<file path="config.mk">
export PLATFORM = sky130hd
export DESIGN_NAME = sdr_init_ref_sched_flat
export DESIGN_NICKNAME = d
export VERILOG_FILES = /design/src/rtl/sdr_init_ref_sched_if.sv /design/src/rtl/sdr_init_ref_sched.sv /design/src/flat_wrapper.sv
export SDC_FILE = /design/constraint.sdc
export NUM_CORES = 1
export LEC_CHECK = 0
export CAP_MARGIN = 40
export CORE_ASPECT_RATIO = 0.5
export CORE_MARGIN = 2
export CORE_UTILIZATION = 55
export CTS_CLUSTER_DIAMETER = 30
export DETAILED_ROUTE_END_ITERATION = 8
export GPL_TIMING_DRIVEN = 0
export PLACE_DENSITY = 0.8
export SYNTH_ARGS = -nofsm -noshare
export SYNTH_HDL_FRONTEND = slang
export SYNTH_SLANG_ARGS = --single-unit
</file>
<file path="constraint.sdc">
create_clock -name sdram_clk -period 9.3 [get_ports sdram_clk]
set_clock_uncertainty 0.1 [all_clocks]
set_input_delay 1.86 -clock sdram_clk [delete_from_list [all_inputs] [get_ports sdram_clk]]
set_output_delay 1.86 -clock sdram_clk [all_outputs]
set_load 0.03 [all_outputs]
</file>
<file path="src/rtl/sdr_init_ref_sched_if.sv">
// SDRAM command-pin and refresh-handshake bundle for sdr_init_ref_sched.
// master: the init/refresh sequencer (drives the command pins and refresh status).
// slave : the controller / pin-mux side (supplies ref_gnt, observes the rest).
//
// Handshake: ref_req is high while the sequencer is idle and owes at least one
// refresh; ref_gnt is a level that the sequencer samples only while idle. Once
// ref_req & ref_gnt are seen together on a rising edge the sequencer takes the
// bus (own_cmd=1) and keeps it until the refresh sequence completes.
`timescale 1ns/1ps
interface sdr_init_ref_sched_if;
    logic        sdr_cs_n;
    logic        sdr_ras_n;
    logic        sdr_cas_n;
    logic        sdr_we_n;
    logic [11:0] sdr_addr;
    logic [1:0]  sdr_ba;
    logic        own_cmd;
    logic        init_done;
    logic        ref_req;
    logic        ref_gnt;
    logic [3:0]  ref_pend;
    logic        ref_overflow;

    modport master (
        output sdr_cs_n, sdr_ras_n, sdr_cas_n, sdr_we_n, sdr_addr, sdr_ba,
        output own_cmd, init_done, ref_req, ref_pend, ref_overflow,
        input  ref_gnt
    );

    modport slave (
        input  sdr_cs_n, sdr_ras_n, sdr_cas_n, sdr_we_n, sdr_addr, sdr_ba,
        input  own_cmd, init_done, ref_req, ref_pend, ref_overflow,
        output ref_gnt
    );
endinterface

</file>
<file path="src/rtl/sdr_init_ref_sched.sv">
// SDRAM power-up initialiser and periodic auto-refresh scheduler.
// Drives NOP -> PRECHARGE-ALL -> AUTO-REFRESH x INIT_REF_CNT -> MRS after reset,
// then borrows the command bus for one refresh per grant.
// Optional macro SDR_REF_BURST_EN: drain every pending refresh under one grant.
// T_RP, T_RFC and T_MRD must be at least 2 (each wait state lasts t-1 cycles).
`timescale 1ns/1ps
module sdr_init_ref_sched #(
    parameter int unsigned INIT_WAIT    = 500,
    parameter int unsigned T_RP         = 3,
    parameter int unsigned T_RFC        = 7,
    parameter int unsigned T_MRD        = 2,
    parameter int unsigned INIT_REF_CNT = 2,
    parameter int unsigned REF_INTERVAL = 780,
    parameter int unsigned REF_PEND_MAX = 8,
    parameter logic [11:0] MODE_REG     = 12'h033
) (
    input  logic                 sdram_clk,
    input  logic                 sdram_resetn,
    sdr_init_ref_sched_if.master bus,
    output logic [3:0]           fsm_state
);

    typedef enum logic [3:0] {
        RST_WAIT     = 4'd0,
        INIT_PRE     = 4'd1,
        PRE_WAIT     = 4'd2,
        INIT_REF     = 4'd3,
        REF_WAIT     = 4'd4,
        INIT_MRS     = 4'd5,
        MRS_WAIT     = 4'd6,
        IDLE         = 4'd7,
        RUN_PRE      = 4'd8,
        RUN_PRE_WAIT = 4'd9,
        RUN_REF      = 4'd10,
        RUN_REF_WAIT = 4'd11
    } state_t;

    localparam logic [15:0] INIT_WAIT_C  = 16'(INIT_WAIT);
    localparam logic [15:0] RP_LOAD      = 16'(T_RP - 2);
    localparam logic [15:0] RFC_LOAD     = 16'(T_RFC - 2);
    localparam logic [15:0] MRD_LOAD     = 16'(T_MRD - 2);
    localparam logic [15:0] TIMER_LAST   = 16'(REF_INTERVAL - 1);
    localparam logic [3:0]  INIT_REFS    = 4'(INIT_REF_CNT);
    localparam logic [3:0]  PEND_MAX     = 4'(REF_PEND_MAX);
    localparam logic [11:0] PRE_ALL_ADDR = 12'h400;

    state_t      state;
    logic [15:0] wait_cnt;   // counts up in RST_WAIT, down in the other wait states
    logic [3:0]  init_refs;
    logic [15:0] ref_timer;

    logic        cs_n_q, ras_n_q, cas_n_q, we_n_q;
    logic [11:0] addr_q;
    logic [1:0]  ba_q;
    logic        own_q, init_done_q, ref_req_q, ref_ovf_q;
    logic [3:0]  ref_pend_q;

    logic        tick;
    logic        ref_issue;
    logic        burst_more;
    logic [3:0]  pend_nxt;
    logic        ovf_set;

`ifdef SDR_REF_BURST_EN
    assign burst_more = (ref_pend_q != 4'd0);
`else
    assign burst_more = 1'b0;
`endif

    // Refresh tick, run-time refresh issue, and the next pending count.
    always_comb begin
        tick      = init_done_q && (ref_timer == TIMER_LAST);
        ref_issue = (wait_cnt == 16'd0) &&
                    ((state == RUN_PRE_WAIT) || ((state == RUN_REF_WAIT) && burst_more));
        pend_nxt  = ref_pend_q;
        ovf_set   = 1'b0;
        if (tick && !ref_issue) begin
            if (ref_pend_q == PEND_MAX) begin
                ovf_set = 1'b1;
            end else begin
                pend_nxt = ref_pend_q + 4'd1;
            end
        end else if (!tick && ref_issue) begin
            pend_nxt = ref_pend_q - 4'd1;
        end
    end

    // Interval timer (held at zero until init completes) and pending-refresh bookkeeping.
    always_ff @(posedge sdram_clk or negedge sdram_resetn) begin
        if (!sdram_resetn) begin
            ref_timer  <= 16'd0;
            ref_pend_q <= 4'd0;
            ref_ovf_q  <= 1'b0;
        end else begin
            if (!init_done_q || tick) begin
                ref_timer <= 16'd0;
            end else begin
                ref_timer <= ref_timer + 16'd1;
            end
            ref_pend_q <= pend_nxt;
            if (ovf_set) begin
                ref_ovf_q <= 1'b1;
            end
        end
    end

    // Sequencer: outputs are registered alongside the state they belong to.
    always_ff @(posedge sdram_clk or negedge sdram_resetn) begin
        if (!sdram_resetn) begin
            state       <= RST_WAIT;
            wait_cnt    <= 16'd0;
            init_refs   <= 4'd0;
            cs_n_q      <= 1'b1;
            ras_n_q     <= 1'b1;
            cas_n_q     <= 1'b1;
            we_n_q      <= 1'b1;
            addr_q      <= 12'd0;
            ba_q        <= 2'd0;
            own_q       <= 1'b1;
            init_done_q <= 1'b0;
            ref_req_q   <= 1'b0;
        end else begin
            // Default: selected NOP while the bus is ours.
            cs_n_q    <= 1'b0;
            ras_n_q   <= 1'b1;
            cas_n_q   <= 1'b1;
            we_n_q    <= 1'b1;
            addr_q    <= 12'd0;
            ba_q      <= 2'd0;
            own_q     <= 1'b1;
            ref_req_q <= 1'b0;
            case (state)
                RST_WAIT: begin
                    if (wait_cnt == INIT_WAIT_C) begin
                        state   <= INIT_PRE;
                        ras_n_q <= 1'b0;
                        we_n_q  <= 1'b0;
                        addr_q  <= PRE_ALL_ADDR;
                    end else begin
                        wait_cnt <= wait_cnt + 16'd1;
                    end
                end
                INIT_PRE: begin
                    state    <= PRE_WAIT;
                    wait_cnt <= RP_LOAD;
                end
                PRE_WAIT: begin
                    if (wait_cnt == 16'd0) begin
                        state     <= INIT_REF;
                        ras_n_q   <= 1'b0;
                        cas_n_q   <= 1'b0;
                        init_refs <= init_refs + 4'd1;
                    end else begin
                        wait_cnt <= wait_cnt - 16'd1;
                    end
                end
                INIT_REF: begin
                    state    <= REF_WAIT;
                    wait_cnt <= RFC_LOAD;
                end
                REF_WAIT: begin
                    if (wait_cnt == 16'd0) begin
                        ras_n_q <= 1'b0;
                        cas_n_q <= 1'b0;
                        if (init_refs == INIT_REFS) begin
                            state  <= INIT_MRS;
                            we_n_q <= 1'b0;
                            addr_q <= MODE_REG;
                        end else begin
                            state     <= INIT_REF;
                            init_refs <= init_refs + 4'd1;
                        end
                    end else begin
                        wait_cnt <= wait_cnt - 16'd1;
                    end
                end
                INIT_MRS: begin
                    state    <= MRS_WAIT;
                    wait_cnt <= MRD_LOAD;
                end
                MRS_WAIT: begin
                    if (wait_cnt == 16'd0) begin
                        state       <= IDLE;
                        init_done_q <= 1'b1;
                        own_q       <= 1'b0;
                        cs_n_q      <= 1'b1;
                        ref_req_q   <= (pend_nxt != 4'd0);
                    end else begin
                        wait_cnt <= wait_cnt - 16'd1;
                    end
                end
                IDLE: begin
                    if (ref_req_q && bus.ref_gnt) begin
                        state   <= RUN_PRE;
                        ras_n_q <= 1'b0;
                        we_n_q  <= 1'b0;
                        addr_q  <= PRE_ALL_ADDR;
                    end else begin
                        own_q     <= 1'b0;
                        cs_n_q    <= 1'b1;
                        ref_req_q <= (pend_nxt != 4'd0);
                    end
                end
                RUN_PRE: begin
                    state    <= RUN_PRE_WAIT;
                    wait_cnt <= RP_LOAD;
                end
                RUN_PRE_WAIT: begin
                    if (wait_cnt == 16'd0) begin
                        state   <= RUN_REF;
                        ras_n_q <= 1'b0;
                        cas_n_q <= 1'b0;
                    end else begin
                        wait_cnt <= wait_cnt - 16'd1;
                    end
                end
                RUN_REF: begin
                    state    <= RUN_REF_WAIT;
                    wait_cnt <= RFC_LOAD;
                end
                RUN_REF_WAIT: begin
                    if (wait_cnt == 16'd0) begin
                        if (burst_more) begin
                            state   <= RUN_REF;
                            ras_n_q <= 1'b0;
                            cas_n_q <= 1'b0;
                        end else begin
                            state     <= IDLE;
                            own_q     <= 1'b0;
                            cs_n_q    <= 1'b1;
                            ref_req_q <= (pend_nxt != 4'd0);
                        end
                    end else begin
                        wait_cnt <= wait_cnt - 16'd1;
                    end
                end
                default: begin
                    state <= RST_WAIT;
                end
            endcase
        end
    end

    assign fsm_state        = state;
    assign bus.sdr_cs_n     = cs_n_q;
    assign bus.sdr_ras_n    = ras_n_q;
    assign bus.sdr_cas_n    = cas_n_q;
    assign bus.sdr_we_n     = we_n_q;
    assign bus.sdr_addr     = addr_q;
    assign bus.sdr_ba       = ba_q;
    assign bus.own_cmd      = own_q;
    assign bus.init_done    = init_done_q;
    assign bus.ref_req      = ref_req_q;
    assign bus.ref_pend     = ref_pend_q;
    assign bus.ref_overflow = ref_ovf_q;

endmodule

</file>
<file path="src/flat_wrapper.sv">
// flat-port wrapper written by rule: the top's interface ports become plain ports
module sdr_init_ref_sched_flat 
#(
    parameter int unsigned INIT_WAIT    = 500,
    parameter int unsigned T_RP         = 3,
    parameter int unsigned T_RFC        = 7,
    parameter int unsigned T_MRD        = 2,
    parameter int unsigned INIT_REF_CNT = 2,
    parameter int unsigned REF_INTERVAL = 780,
    parameter int unsigned REF_PEND_MAX = 8,
    parameter logic [11:0] MODE_REG     = 12'h033
)
  (sdram_clk, sdram_resetn, fsm_state, bus_sdr_cs_n, bus_sdr_ras_n, bus_sdr_cas_n, bus_sdr_we_n, bus_sdr_addr, bus_sdr_ba, bus_own_cmd, bus_init_done, bus_ref_req, bus_ref_pend, bus_ref_overflow, bus_ref_gnt);
  sdr_init_ref_sched_if bus_i ();
  input  logic sdram_clk;
  input  logic sdram_resetn;
  output logic [3:0] fsm_state;
  output wire logic [$bits(bus_i.sdr_cs_n)-1:0] bus_sdr_cs_n;
  output wire logic [$bits(bus_i.sdr_ras_n)-1:0] bus_sdr_ras_n;
  output wire logic [$bits(bus_i.sdr_cas_n)-1:0] bus_sdr_cas_n;
  output wire logic [$bits(bus_i.sdr_we_n)-1:0] bus_sdr_we_n;
  output wire logic [$bits(bus_i.sdr_addr)-1:0] bus_sdr_addr;
  output wire logic [$bits(bus_i.sdr_ba)-1:0] bus_sdr_ba;
  output wire logic [$bits(bus_i.own_cmd)-1:0] bus_own_cmd;
  output wire logic [$bits(bus_i.init_done)-1:0] bus_init_done;
  output wire logic [$bits(bus_i.ref_req)-1:0] bus_ref_req;
  output wire logic [$bits(bus_i.ref_pend)-1:0] bus_ref_pend;
  output wire logic [$bits(bus_i.ref_overflow)-1:0] bus_ref_overflow;
  input wire logic [$bits(bus_i.ref_gnt)-1:0] bus_ref_gnt;
  assign bus_sdr_cs_n = bus_i.sdr_cs_n;
  assign bus_sdr_ras_n = bus_i.sdr_ras_n;
  assign bus_sdr_cas_n = bus_i.sdr_cas_n;
  assign bus_sdr_we_n = bus_i.sdr_we_n;
  assign bus_sdr_addr = bus_i.sdr_addr;
  assign bus_sdr_ba = bus_i.sdr_ba;
  assign bus_own_cmd = bus_i.own_cmd;
  assign bus_init_done = bus_i.init_done;
  assign bus_ref_req = bus_i.ref_req;
  assign bus_ref_pend = bus_i.ref_pend;
  assign bus_ref_overflow = bus_i.ref_overflow;
  assign bus_i.ref_gnt = bus_ref_gnt;
  sdr_init_ref_sched #(.INIT_WAIT(INIT_WAIT), .T_RP(T_RP), .T_RFC(T_RFC), .T_MRD(T_MRD), .INIT_REF_CNT(INIT_REF_CNT), .REF_INTERVAL(REF_INTERVAL), .REF_PEND_MAX(REF_PEND_MAX), .MODE_REG(MODE_REG)) u_core (.sdram_clk(sdram_clk), .sdram_resetn(sdram_resetn), .bus(bus_i), .fsm_state(fsm_state));
endmodule
</file>
# Word-level counts from Yosys, hierarchy flattened
# Index checks and enable logic that the tools add are counted.
totals:
  ff_bits: 64
  latch_bits: 0
  ram_bits: 0
  rom_bits: 0
  out_inout_bits: 30
  word_cells: 108
  n_memories: 0
classes:
  addsub: 6
  multipliers: 0
  n_div: 0
  magnitude_cmp: 0
  eq_ne: 24
  shifts: 0
  muxes: 41
  n_bitwise: 0
  reduce_logical: 23
op_table:
  columns: ["operator", "n"]
  rows:
  - ["case mux 16 bit (5 select lines)", 1]
  - ["2-to-1 mux 16 bit", 3]
  - ["2-to-1 mux 4 bit", 12]
  - ["case mux 4 bit (11 select lines)", 1]
  - ["case mux 12 bit (3 select lines)", 1]
  - ["adder 16 x 1 -> 16 bit, second input constant", 2]
  - ["2-to-1 mux 11 bit", 2]
  - ["equality test 4 bit, second input constant", 5]
  - ["equality test 16 x 10 -> 1 bit, second input constant", 1]
  - ["equality test 16 x 9 -> 1 bit, second input constant", 1]
  - ["equality test 4 x 3 -> 1 bit, second input constant", 4]
  - ["zero test 16 bit", 1]
  - ["subtractor 16 x 1 -> 16 bit, second input constant", 1]
  - ["equality test 4 x 2 -> 1 bit, second input constant", 3]
  - ["2-to-1 mux 1 bit", 12]
  - ["2-to-1 mux 12 bit", 1]
  - ["inequality test 2 x 1 -> 1 bit, second input constant", 5]
  - ["adder 4 x 1 -> 4 bit, second input constant", 2]
  - ["inequality test 2 bit, second input constant", 4]
  - ["case mux 4 bit (2 select lines)", 1]
  - ["2-to-1 mux 6 bit", 1]
  - ["case mux 1 bit (2 select lines)", 3]
  - ["case mux 1 bit (3 select lines)", 2]
  - ["AND reduction 6 bit", 1]
  - ["16 further kinds", 24]

# Logic depth before layout (Yosys ltp)
# Gate-level depths: netlist of the first run.
depth:
  depth_word: 9
  mapped_depth: 13

# Least setup slack after synthesis of the first run
# No wires, ideal clock.
synth_timing:
  path_kind: "register to register"
  from: "register u_core.state[2], in the netlist u_core.fsm_state[2]"
  to: "register u_core.wait_cnt[15]"
  setup_ps: 121
  t_arrival_ps: 3368
  t_required_ps: 9079
  path_slack_ps: 5711
  stages_incl_launch_ff: 14
  synth_period_minus_slack_ps: 3589
  cell_sequence: "dfrtp_1 -> nand2b_1 -> or2_4 -> o21a_1 -> inv_1 -> ha_1 -> clkbuf_1 -> a21oi_1 -> nand3_1 -> a311oi_1 -> nor2_1 -> or3_1 -> a41o_1 -> a22o_1"
synth_via:
  elab_chain_len: 4
  elab_cells_between_ends: 19
  classes_between: "eq/ne (12); mux (1); reduce/logical (6)"
synth_rtl:
  columns: ["element", "line_no", "source"]
  rows:
  - ["start: declaration", "sdr_init_ref_sched.sv:47", "state_t state;"]
  - ["start signal: assignment", "sdr_init_ref_sched.sv:110", "state <= RST_WAIT;"]
  - ["start signal: assignment", "sdr_init_ref_sched.sv:135", "state <= INIT_PRE;"]
  - ["start signal: assignment", "sdr_init_ref_sched.sv:144", "state <= PRE_WAIT;"]
  - ["equality test 4 x 2 -> 1 bit (tied with other cells)", "sdr_init_ref_sched.sv:132", "case (state)"]
  - ["OR reduction 5 bit (no source line) or OR reduction 2 bit (tied branches)", null, null]
  - ["nonzero test 5 bit (no source line) or inequality test 2 bit (tied branches)", null, null]
  - ["AND reduction 3 bit (no source line)", null, null]
  - ["end signal: assignment", "sdr_init_ref_sched.sv:140", "wait_cnt <= wait_cnt + 16'd1;"]
  - ["end signal: assignment", "sdr_init_ref_sched.sv:154", "wait_cnt <= wait_cnt - 16'd1;"]
  - ["end signal: assignment", "sdr_init_ref_sched.sv:174", "wait_cnt <= wait_cnt - 16'd1;"]
  - ["end: declaration", "sdr_init_ref_sched.sv:48", "logic [15:0] wait_cnt;"]
# Parallel ways exist; a longest one is shown, timed or not.
# A chain may end at the register's enable or synchronous reset.

# Worst setup path in the final report of the first run
# Same ends and word-level chain as after synthesis.

==> results of run 1 <==
==> layout by cell type, fill, tap and decap left out, drive strengths merged, types with 14 or more instances in the layout <==
cell type      Yosys  routed
clkdlybuf4s50      0      22
ha                23      23
clkbuf            10      16
dfrtp             49      49
nor2              41      41
a21oi             20      20
inv               14      14
o21ai             23      23
nand2             46      46
nand3             24      24
xnor2             16      16
buf               16      18
xor2              14      14
==> state kept, by name, summed over array words and instances (netlist names) <==
signal	cells
u_core.ref_timer	16
u_core.fsm_state	4
u_core.wait_cnt	16
u_core.bus.ref_req	1
u_core.bus.sdr_cs_n	1
u_core.bus.ref_overflow	1
u_core.bus.sdr_we_n	1
u_core.bus.own_cmd	1
u_core.bus.sdr_cas_n	1
u_core.bus.sdr_addr	2
u_core.bus.init_done	1
u_core.bus.ref_pend	4
u_core.init_refs	4
u_core.bus.sdr_ras_n	1
==> routing by layer <==
layer  vias to the layer above  wire [microns]  GRT usage [%]
met5                         -               0              0
met4                         0             124           6.80
met3                        15             472           5.37
met2                       119            3480           38.1
met1                      1477            4040           33.0
li1                       1539               -              -
==> worst reg2reg max path, stage by stage, from the launching register on <==
cell	delay [ns]
dfrtp_1	0.45
clkbuf_1	0.36
nor2_1	0.07
o21a_1	0.25
inv_1	0.54
ha_1	0.36
clkbuf_1	0.17
a21oi_1	0.30
nand3_1	0.15
a311oi_1	0.37
nor2_1	0.18
or3_1	0.39
a41o_1	0.25
a22o_1	0.18
==> stage by stage <==
stage | instances | cell area [sq um] | power (W) | util (%) | hold WS [ns]
6_report | 537 | 4180 | 0.000460 | 67.1 | 0.375
5_1_grt | 537 | 4180 | 0.000473 | 67.1 | 0.403
3_5_place_dp | 529 | 4020 | 0.000253 | 64.4 | 0.362
3_3_place_gp | 528 | 4000 | 0.000252 | 64.2 | 0.355
4_1_cts | 537 | 4180 | 0.000462 | 67.1 | 0.373
2_1_floorplan | 417 | 3660 | 0.000247 | - | 0.342
==> cell families (layout without fill, tap and decap cells) <==
logic type                 after synthesis  in the layout
DFF                                     54             54
AOI/OAI and AO/OA                      103            103
other                                    1              9
and+or+nand+nor                        155            155
muxes                                    1              1
buffers and inverters                   40             72
xor gates and xnor gates                30             30
adders and majority gates               25             25
==> report_power, final <==
group | leakage, nW | internal [W] | total (W) | switching (W)
Combinational | 1.17 | 0.00000390 | 0.0000138 | 0.00000991
Clock | 0.0771 | 0.000127 | 0.000211 | 0.0000837
Sequential | 0.707 | 0.000235 | 0.000235 | 0
==> area by class of cell <==
cell class / count / area, sq um / area share (%)
clock inverters: 2 / 37.5 / 0.898
inverters: 14 / 52.6 / 1.26
repair buffers: 24 / 245 / 5.86
multi-input cells: 323 / 2100 / 50.3
flip-flops and latches: 54 / 1360 / 32.5
plain buffers: 26 / 146 / 3.50
clock buffers: 6 / 129 / 3.08
well taps: 88 / 110 / 2.63
==> how the worst max path moves through the flow <==
stage / start / to / slack (ns) / depth (start not counted)
5_1_grt: u_core.fsm_state[2] / u_core.wait_cnt[15] / 4.90 / 13
3_3_place_gp: sdram_resetn / u_core.ref_timer[12] / 4.67 / 1
4_1_cts: u_core.fsm_state[2] / u_core.wait_cnt[15] / 5.22 / 13
3_5_place_dp: u_core.fsm_state[2] / u_core.wait_cnt[15] / 5.23 / 13
2_1_floorplan: u_core.fsm_state[2] / u_core.wait_cnt[15] / 5.71 / 13
6_report: u_core.fsm_state[2] / u_core.wait_cnt[15] / 5.08 / 13
==> metrics.cfg, run 1 <==
[run_status]
status = complete, no violations

[hold_path]
whs_path_depth = 1
worstHoldStart = u_core.bus.ref_overflow
whs_endpoint = u_core.bus.ref_overflow
hold_class = reg -> reg

[global_route]
grt_max_degree = 29
grt-ovfl-total = 0
grt_pass1_wl_mm = 13.7
grt_util_all_layers_pct = 23.7
antenna_found_initial = 0
grt_pass1_vias = 2807

[critical_path]
max_stage_delay_ns = 0.54
r2r-end = u_core.wait_cnt[15]
crit_type = reg -> reg
crit_required_ns = 9.38
crit_buf_inv = 3
cpLargestDelayFamily = compound AO/OA/AOI/OAI gates
ff2ff_path_depth = 13
path_cells = clkbuf_1 -> nor2_1 -> o21a_1 -> inv_1 -> ha_1 -> clkbuf_1 -> a21oi_1 -> nand3_1 -> a311oi_1 -> nor2_1 -> or3_1 -> a41o_1 -> a22o_1
r2r_slack_ns = 5.08
worstSetupEndpointType = register
worstPathMaxFanout = 20
worst_setup_path_start_kind = register
critPathSlowestCell = inv_1
critical_path_arrival_ns = 4.30
worstReg2RegStart = u_core.fsm_state[2]

[drt]
drc = 0
vias = 3150
ant_nets = 0
wirelength_mm = 8.12
dr.pass1.iters = 5
avgRoutedWirePerCell_microns = 15.1
drtIter0Drc = 245
routed_via_density = 5.87

[synth]
synth.most_common_cell = dfrtp_1
async_flop_share_pct = 100
synth.avg_cell_area_sq_um = 8.87
synth_ff_type = dfrtp_1
synth_edf_count = 0
synth-simple-area-share_pct = 21.6
synth_top_family_by_area = simple AND/OR/NAND/NOR gates
synth-seq-cells = 54
synthAdderAreaFrac_pct = 8.76
ys_warn_count = 0
muxShareOfSynthArea_pct = 0.276
synth_common_cells = dfrtp_1 (49), nand2_1 (46), nor2_1 (38)
synth.top_cell.area_share_pct = 33.8
synthXorXnorAreaFrac_pct = 7.24
synth_cells = 409
synthTopCellsByArea = dfrtp_1 (34%), ha_1 (7.9%), nand2_1 (4.8%), nor2_1 (3.9%), xnor2_1 (3.9%)
syn_area_sq_um = 3630
synth_compound_area_share_pct = 19.1
yosysTopAreaCell = dfrtp_1
yosysUniqueCellTypes = 62
ys_seq_area_share_pct = 37.4

[clocking]
clockBufferDepth = 2
htree_levels = 2
holdBufCountCts = 0
cts_resized = 0
clk_pin_slew_worst_paths_ns = 0.07
cts_tree = yes
cts_made_buffers = 5
clock_latency_ns = 0.29
cts_num_sinks = 54
cts_setup_buffers = 0
clockRootBuffer = clkbuf_16

[final_layout]
fillCellCount = 496
nets = 475
num_antenna_cells = 0
syn_to_final_growth_pct = 15.2
final_layout_size_suffix_gt1_share_pct = 8.91

[run]
drv_cap = 0

[floorplan]
start_util_pct = 58.3
num_rows = 20
fp.dieW_microns = 119
die_h_microns = 61.4
dieArea_sq_um = 7300
core_region_area_sq_um = 6230
ioPinCount = 33

[timing]
slew_headroom_pct = 47.3
setup_viol = 0
drv_slew = 0
fmax_mhz = 237
hold_violations = 0
setup_tns_ns = 0
tightest_slew_ns = 0.770
fin_crit_sh_pct = 45.4
timing.final.crit_period_ns = 4.22
finalWorstSetupSlack_ns = 5.08
rsz0062_at_grt = false

[power]
power.static_leakage_nw = 1.95
peakVddDrop_uv = 79.3
powerDensity_nw_per_um2 = 110

[placement]
place_congestion = 0.872
hpwl_mm = 5.81
pre_cts_ws_ns = 5.23
io_buffers = 23

Power figures use the tool's default switching activity.
==> inputs of run 2 (changes only) <==
--- a/config.mk
+++ b/config.mk
@@ -8,7 +8,7 @@
 export CAP_MARGIN = 40
 export CORE_ASPECT_RATIO = 0.5
 export CORE_MARGIN = 2
-export CORE_UTILIZATION = 55
+export CORE_UTILIZATION = 53
 export CTS_CLUSTER_DIAMETER = 30
 export DETAILED_ROUTE_END_ITERATION = 8
 export GPL_TIMING_DRIVEN = 0
==> constraint.sdc (replaced) <==
create_clock -name sdram_clk -period 3.8 [get_ports sdram_clk]
set_clock_uncertainty 0.1 [all_clocks]
set_input_delay 0.76 -clock sdram_clk [delete_from_list [all_inputs] [get_ports sdram_clk]]
set_output_delay 0.76 -clock sdram_clk [all_outputs]
set_load 0.03 [all_outputs]
==> metrics.cfg, run 2 (synthesized netlist as in run 1, its figures left out) <==
[global_route]
grt_pass1_vias = 2974  ; +5.9%
grt_util_all_layers_pct = 22.5  ; -1.2 points
grt-ovfl-total = 0  ; unchanged
grt_max_degree = 34  ; +17%
grt_pass1_wl_mm = 14.0  ; +2.3%
antenna_found_initial = 0  ; unchanged

[drt]
routed_via_density = 5.81  ; -1.0%
avgRoutedWirePerCell_microns = 15.1  ; -0.39%
ant_nets = 0  ; unchanged
drtIter0Drc = 245  ; unchanged
drc = 0  ; unchanged
dr.pass1.iters = 5  ; unchanged
wirelength_mm = 8.19  ; +0.91%
vias = 3158  ; +0.25%

[power]
total_power_w = 0.00113  ; +140%
clockPowerShare_pct = 46.0  ; about the same
powerDensity_nw_per_um2 = 266  ; +140%
p_sw_w = 0.000231  ; +150%
power.static_leakage_nw = 1.95  ; +0.15%
peakVddDrop_uv = 207  ; +160%
sequentialPowerShare_pct = 51.0  ; about the same
internal_power_w = 0.000895  ; +140%
swShare_pct = 20.5  ; +0.13 points
power_frac_comb_pct = 3.0  ; about the same

[floorplan]
die_h_microns = 62.5  ; +1.7%
fp.dieW_microns = 121  ; +1.8%
start_util_pct = 54.6  ; -3.7 points
core_region_area_sq_um = 6650  ; +6.7%
num_rows = 21  ; +5.0%
ioPinCount = 33  ; unchanged
dieArea_sq_um = 7570  ; +3.6%

[placement]
postPlaceCellArea_sq_um = 4020  ; +0.12%
pre_cts_ws_ns = -0.288  ; -5.52 ns
hpwl_mm = 5.81  ; about the same
place_congestion = 0.888  ; +1.9%
dp.cells = 533  ; +0.76%
io_buffers = 23  ; unchanged

[critical_path]
crit_required_ns = 3.88  ; -5.50 ns
worst_setup_path_start_kind = register
worstPathMaxFanout = 6  ; -70%
critical_path_arrival_ns = 3.65  ; -0.65 ns
crit_type = reg -> reg
worstSetupEndpointType = register

[clocking]
clock_latency_ns = 0.29  ; about the same
clockRootBuffer = clkbuf_16
clockBufferDepth = 2  ; unchanged
holdBufCountCts = 0  ; unchanged
cts_num_sinks = 54  ; unchanged
htree_levels = 2  ; unchanged
clk_pin_slew_worst_paths_ns = 0.07  ; about the same
cts_made_buffers = 5  ; unchanged
cts_tree = yes

[timing]
fmax_mhz = 280  ; +18%
tightest_slew_ns = 0.848  ; +0.0774 ns
setup_viol = 0  ; unchanged
slew_headroom_pct = 42.0  ; -5.3 points
hold_violations = 0  ; unchanged
rsz0062_at_grt = false
timing.final.crit_period_ns = 3.57  ; -0.646 ns
fin_crit_sh_pct = 94.1  ; +49 points
drv_slew = 0  ; unchanged
finalWorstSetupSlack_ns = 0.226  ; -4.85 ns

[final_layout]
num_antenna_cells = 0  ; unchanged
final_layout_size_suffix_gt1_share_pct = 11.1  ; +2.2 points
final_cell_mix = dfrtp_1 (49), nand2_1 (46), nor2_1 (38), nand3_1 (23), ha_1 (23)
final_area_sq_um = 4240  ; +1.3%
syn_to_final_growth_pct = 16.7
nets = 478  ; +0.63%
layout.cells.non_filler = 544  ; +1.3%
layout_commonest_cell = dfrtp_1
top_regs = u_core.ref_timer (16), u_core.wait_cnt (16)

[run_status]
status = complete, no violations

[hold_path]
hold_class = in -> async

[run]
drv_cap = 0  ; unchanged

==> run 2: changes by cell type in the layout (fill, tap and decap cells not counted), sizes merged <==
cell	previous run	this run
buf	18	20
clkinvlp	1	4
inv	14	13
clkbuf	16	15
==> run 2: through the flow <==
| stage | setup TNS (ns) | util, % | hold slack [ns] |
|---|---|---|---|
| after floorplan | 0 | - | 0.342 |
| after global placement | -0.251 | 60.2 | 0.357 |
| after detailed placement | -0.288 | 60.5 | 0.363 |
| after CTS | 0 | 63.4 | 0.343 |
| after global routing | 0 | 63.7 | 0.363 |
| final | 0 | 63.7 | 0.330 |
==> run 2: what timing repair did <==
item | in CTS | in global routing
setup endpoints to repair | 1 | 4
setup buffers | 2 | 0
resized for setup | 1 | 6
gates cloned | 1 | 0
==> run 2: final timing paths <==
kind	slack (ns)	end	cells after the start	start
worst min register to register	0.37	u_core.init_refs[3]	1	u_core.init_refs[3]
min in group sdram_clk	0.37	u_core.init_refs[3]	1	u_core.init_refs[3]
worst max-delay path	0.23	u_core.wait_cnt[15]	13	u_core.fsm_state[2]
worst min-delay path	0.33	u_core.wait_cnt[4]	1	sdram_resetn
max in group asynchronous	2.66	u_core.bus.sdr_we_n	2	sdram_resetn
worst max register to register	0.23	u_core.wait_cnt[15]	13	u_core.fsm_state[2]
==> run 2: final cells by class <==
class,count,area [sq um]
Buffer,26,146
Clock buffer,5,125
Clock inverter,3,45.0
Fill cell,554,2410
Inverter,14,56.3
Multi-Input combinational cell,323,2120
Sequential cell,54,1360
Tap cell,92,115
Timing Repair Buffer,26,260
Timing Repair inverter,1,7.51
==> run 2: power groups by stage <==
stage / Clock [W] / Sequential (W) / Combinational, W
after global placement: 0 / 0.000586 / 0.0000319
after floorplan: 0 / 0.000586 / 0.0000187
after global routing: 0.000549 / 0.000574 / 0.0000370
final: 0.000518 / 0.000575 / 0.0000334
after CTS: 0.000522 / 0.000575 / 0.0000339
after detailed placement: 0 / 0.000586 / 0.0000340
==> run 2: metal layers <==
metal  up-vias  global-route usage (%)  share of wire [%]
met5         -                       0                  0
met4         0                    5.96                1.6
met3        12                    3.47                5.9
met2       120                    35.5                 46
met1      1490                    32.5                 47
li1       1536                       -                  -
==> run 2: worst max-delay path, cell delays in order, from the launching register on <==
cell        delay [ns]
dfrtp_1           0.45
nand2b_1          0.22
or2_4             0.17
o21a_2            0.24
clkinvlp_4        0.16
buf_4             0.18
buf_4             0.15
ha_1              0.31
nor2b_1           0.18
a311oi_2          0.31
nor2_1            0.15
or3_1             0.41
a41o_1            0.26
a22o_1            0.17
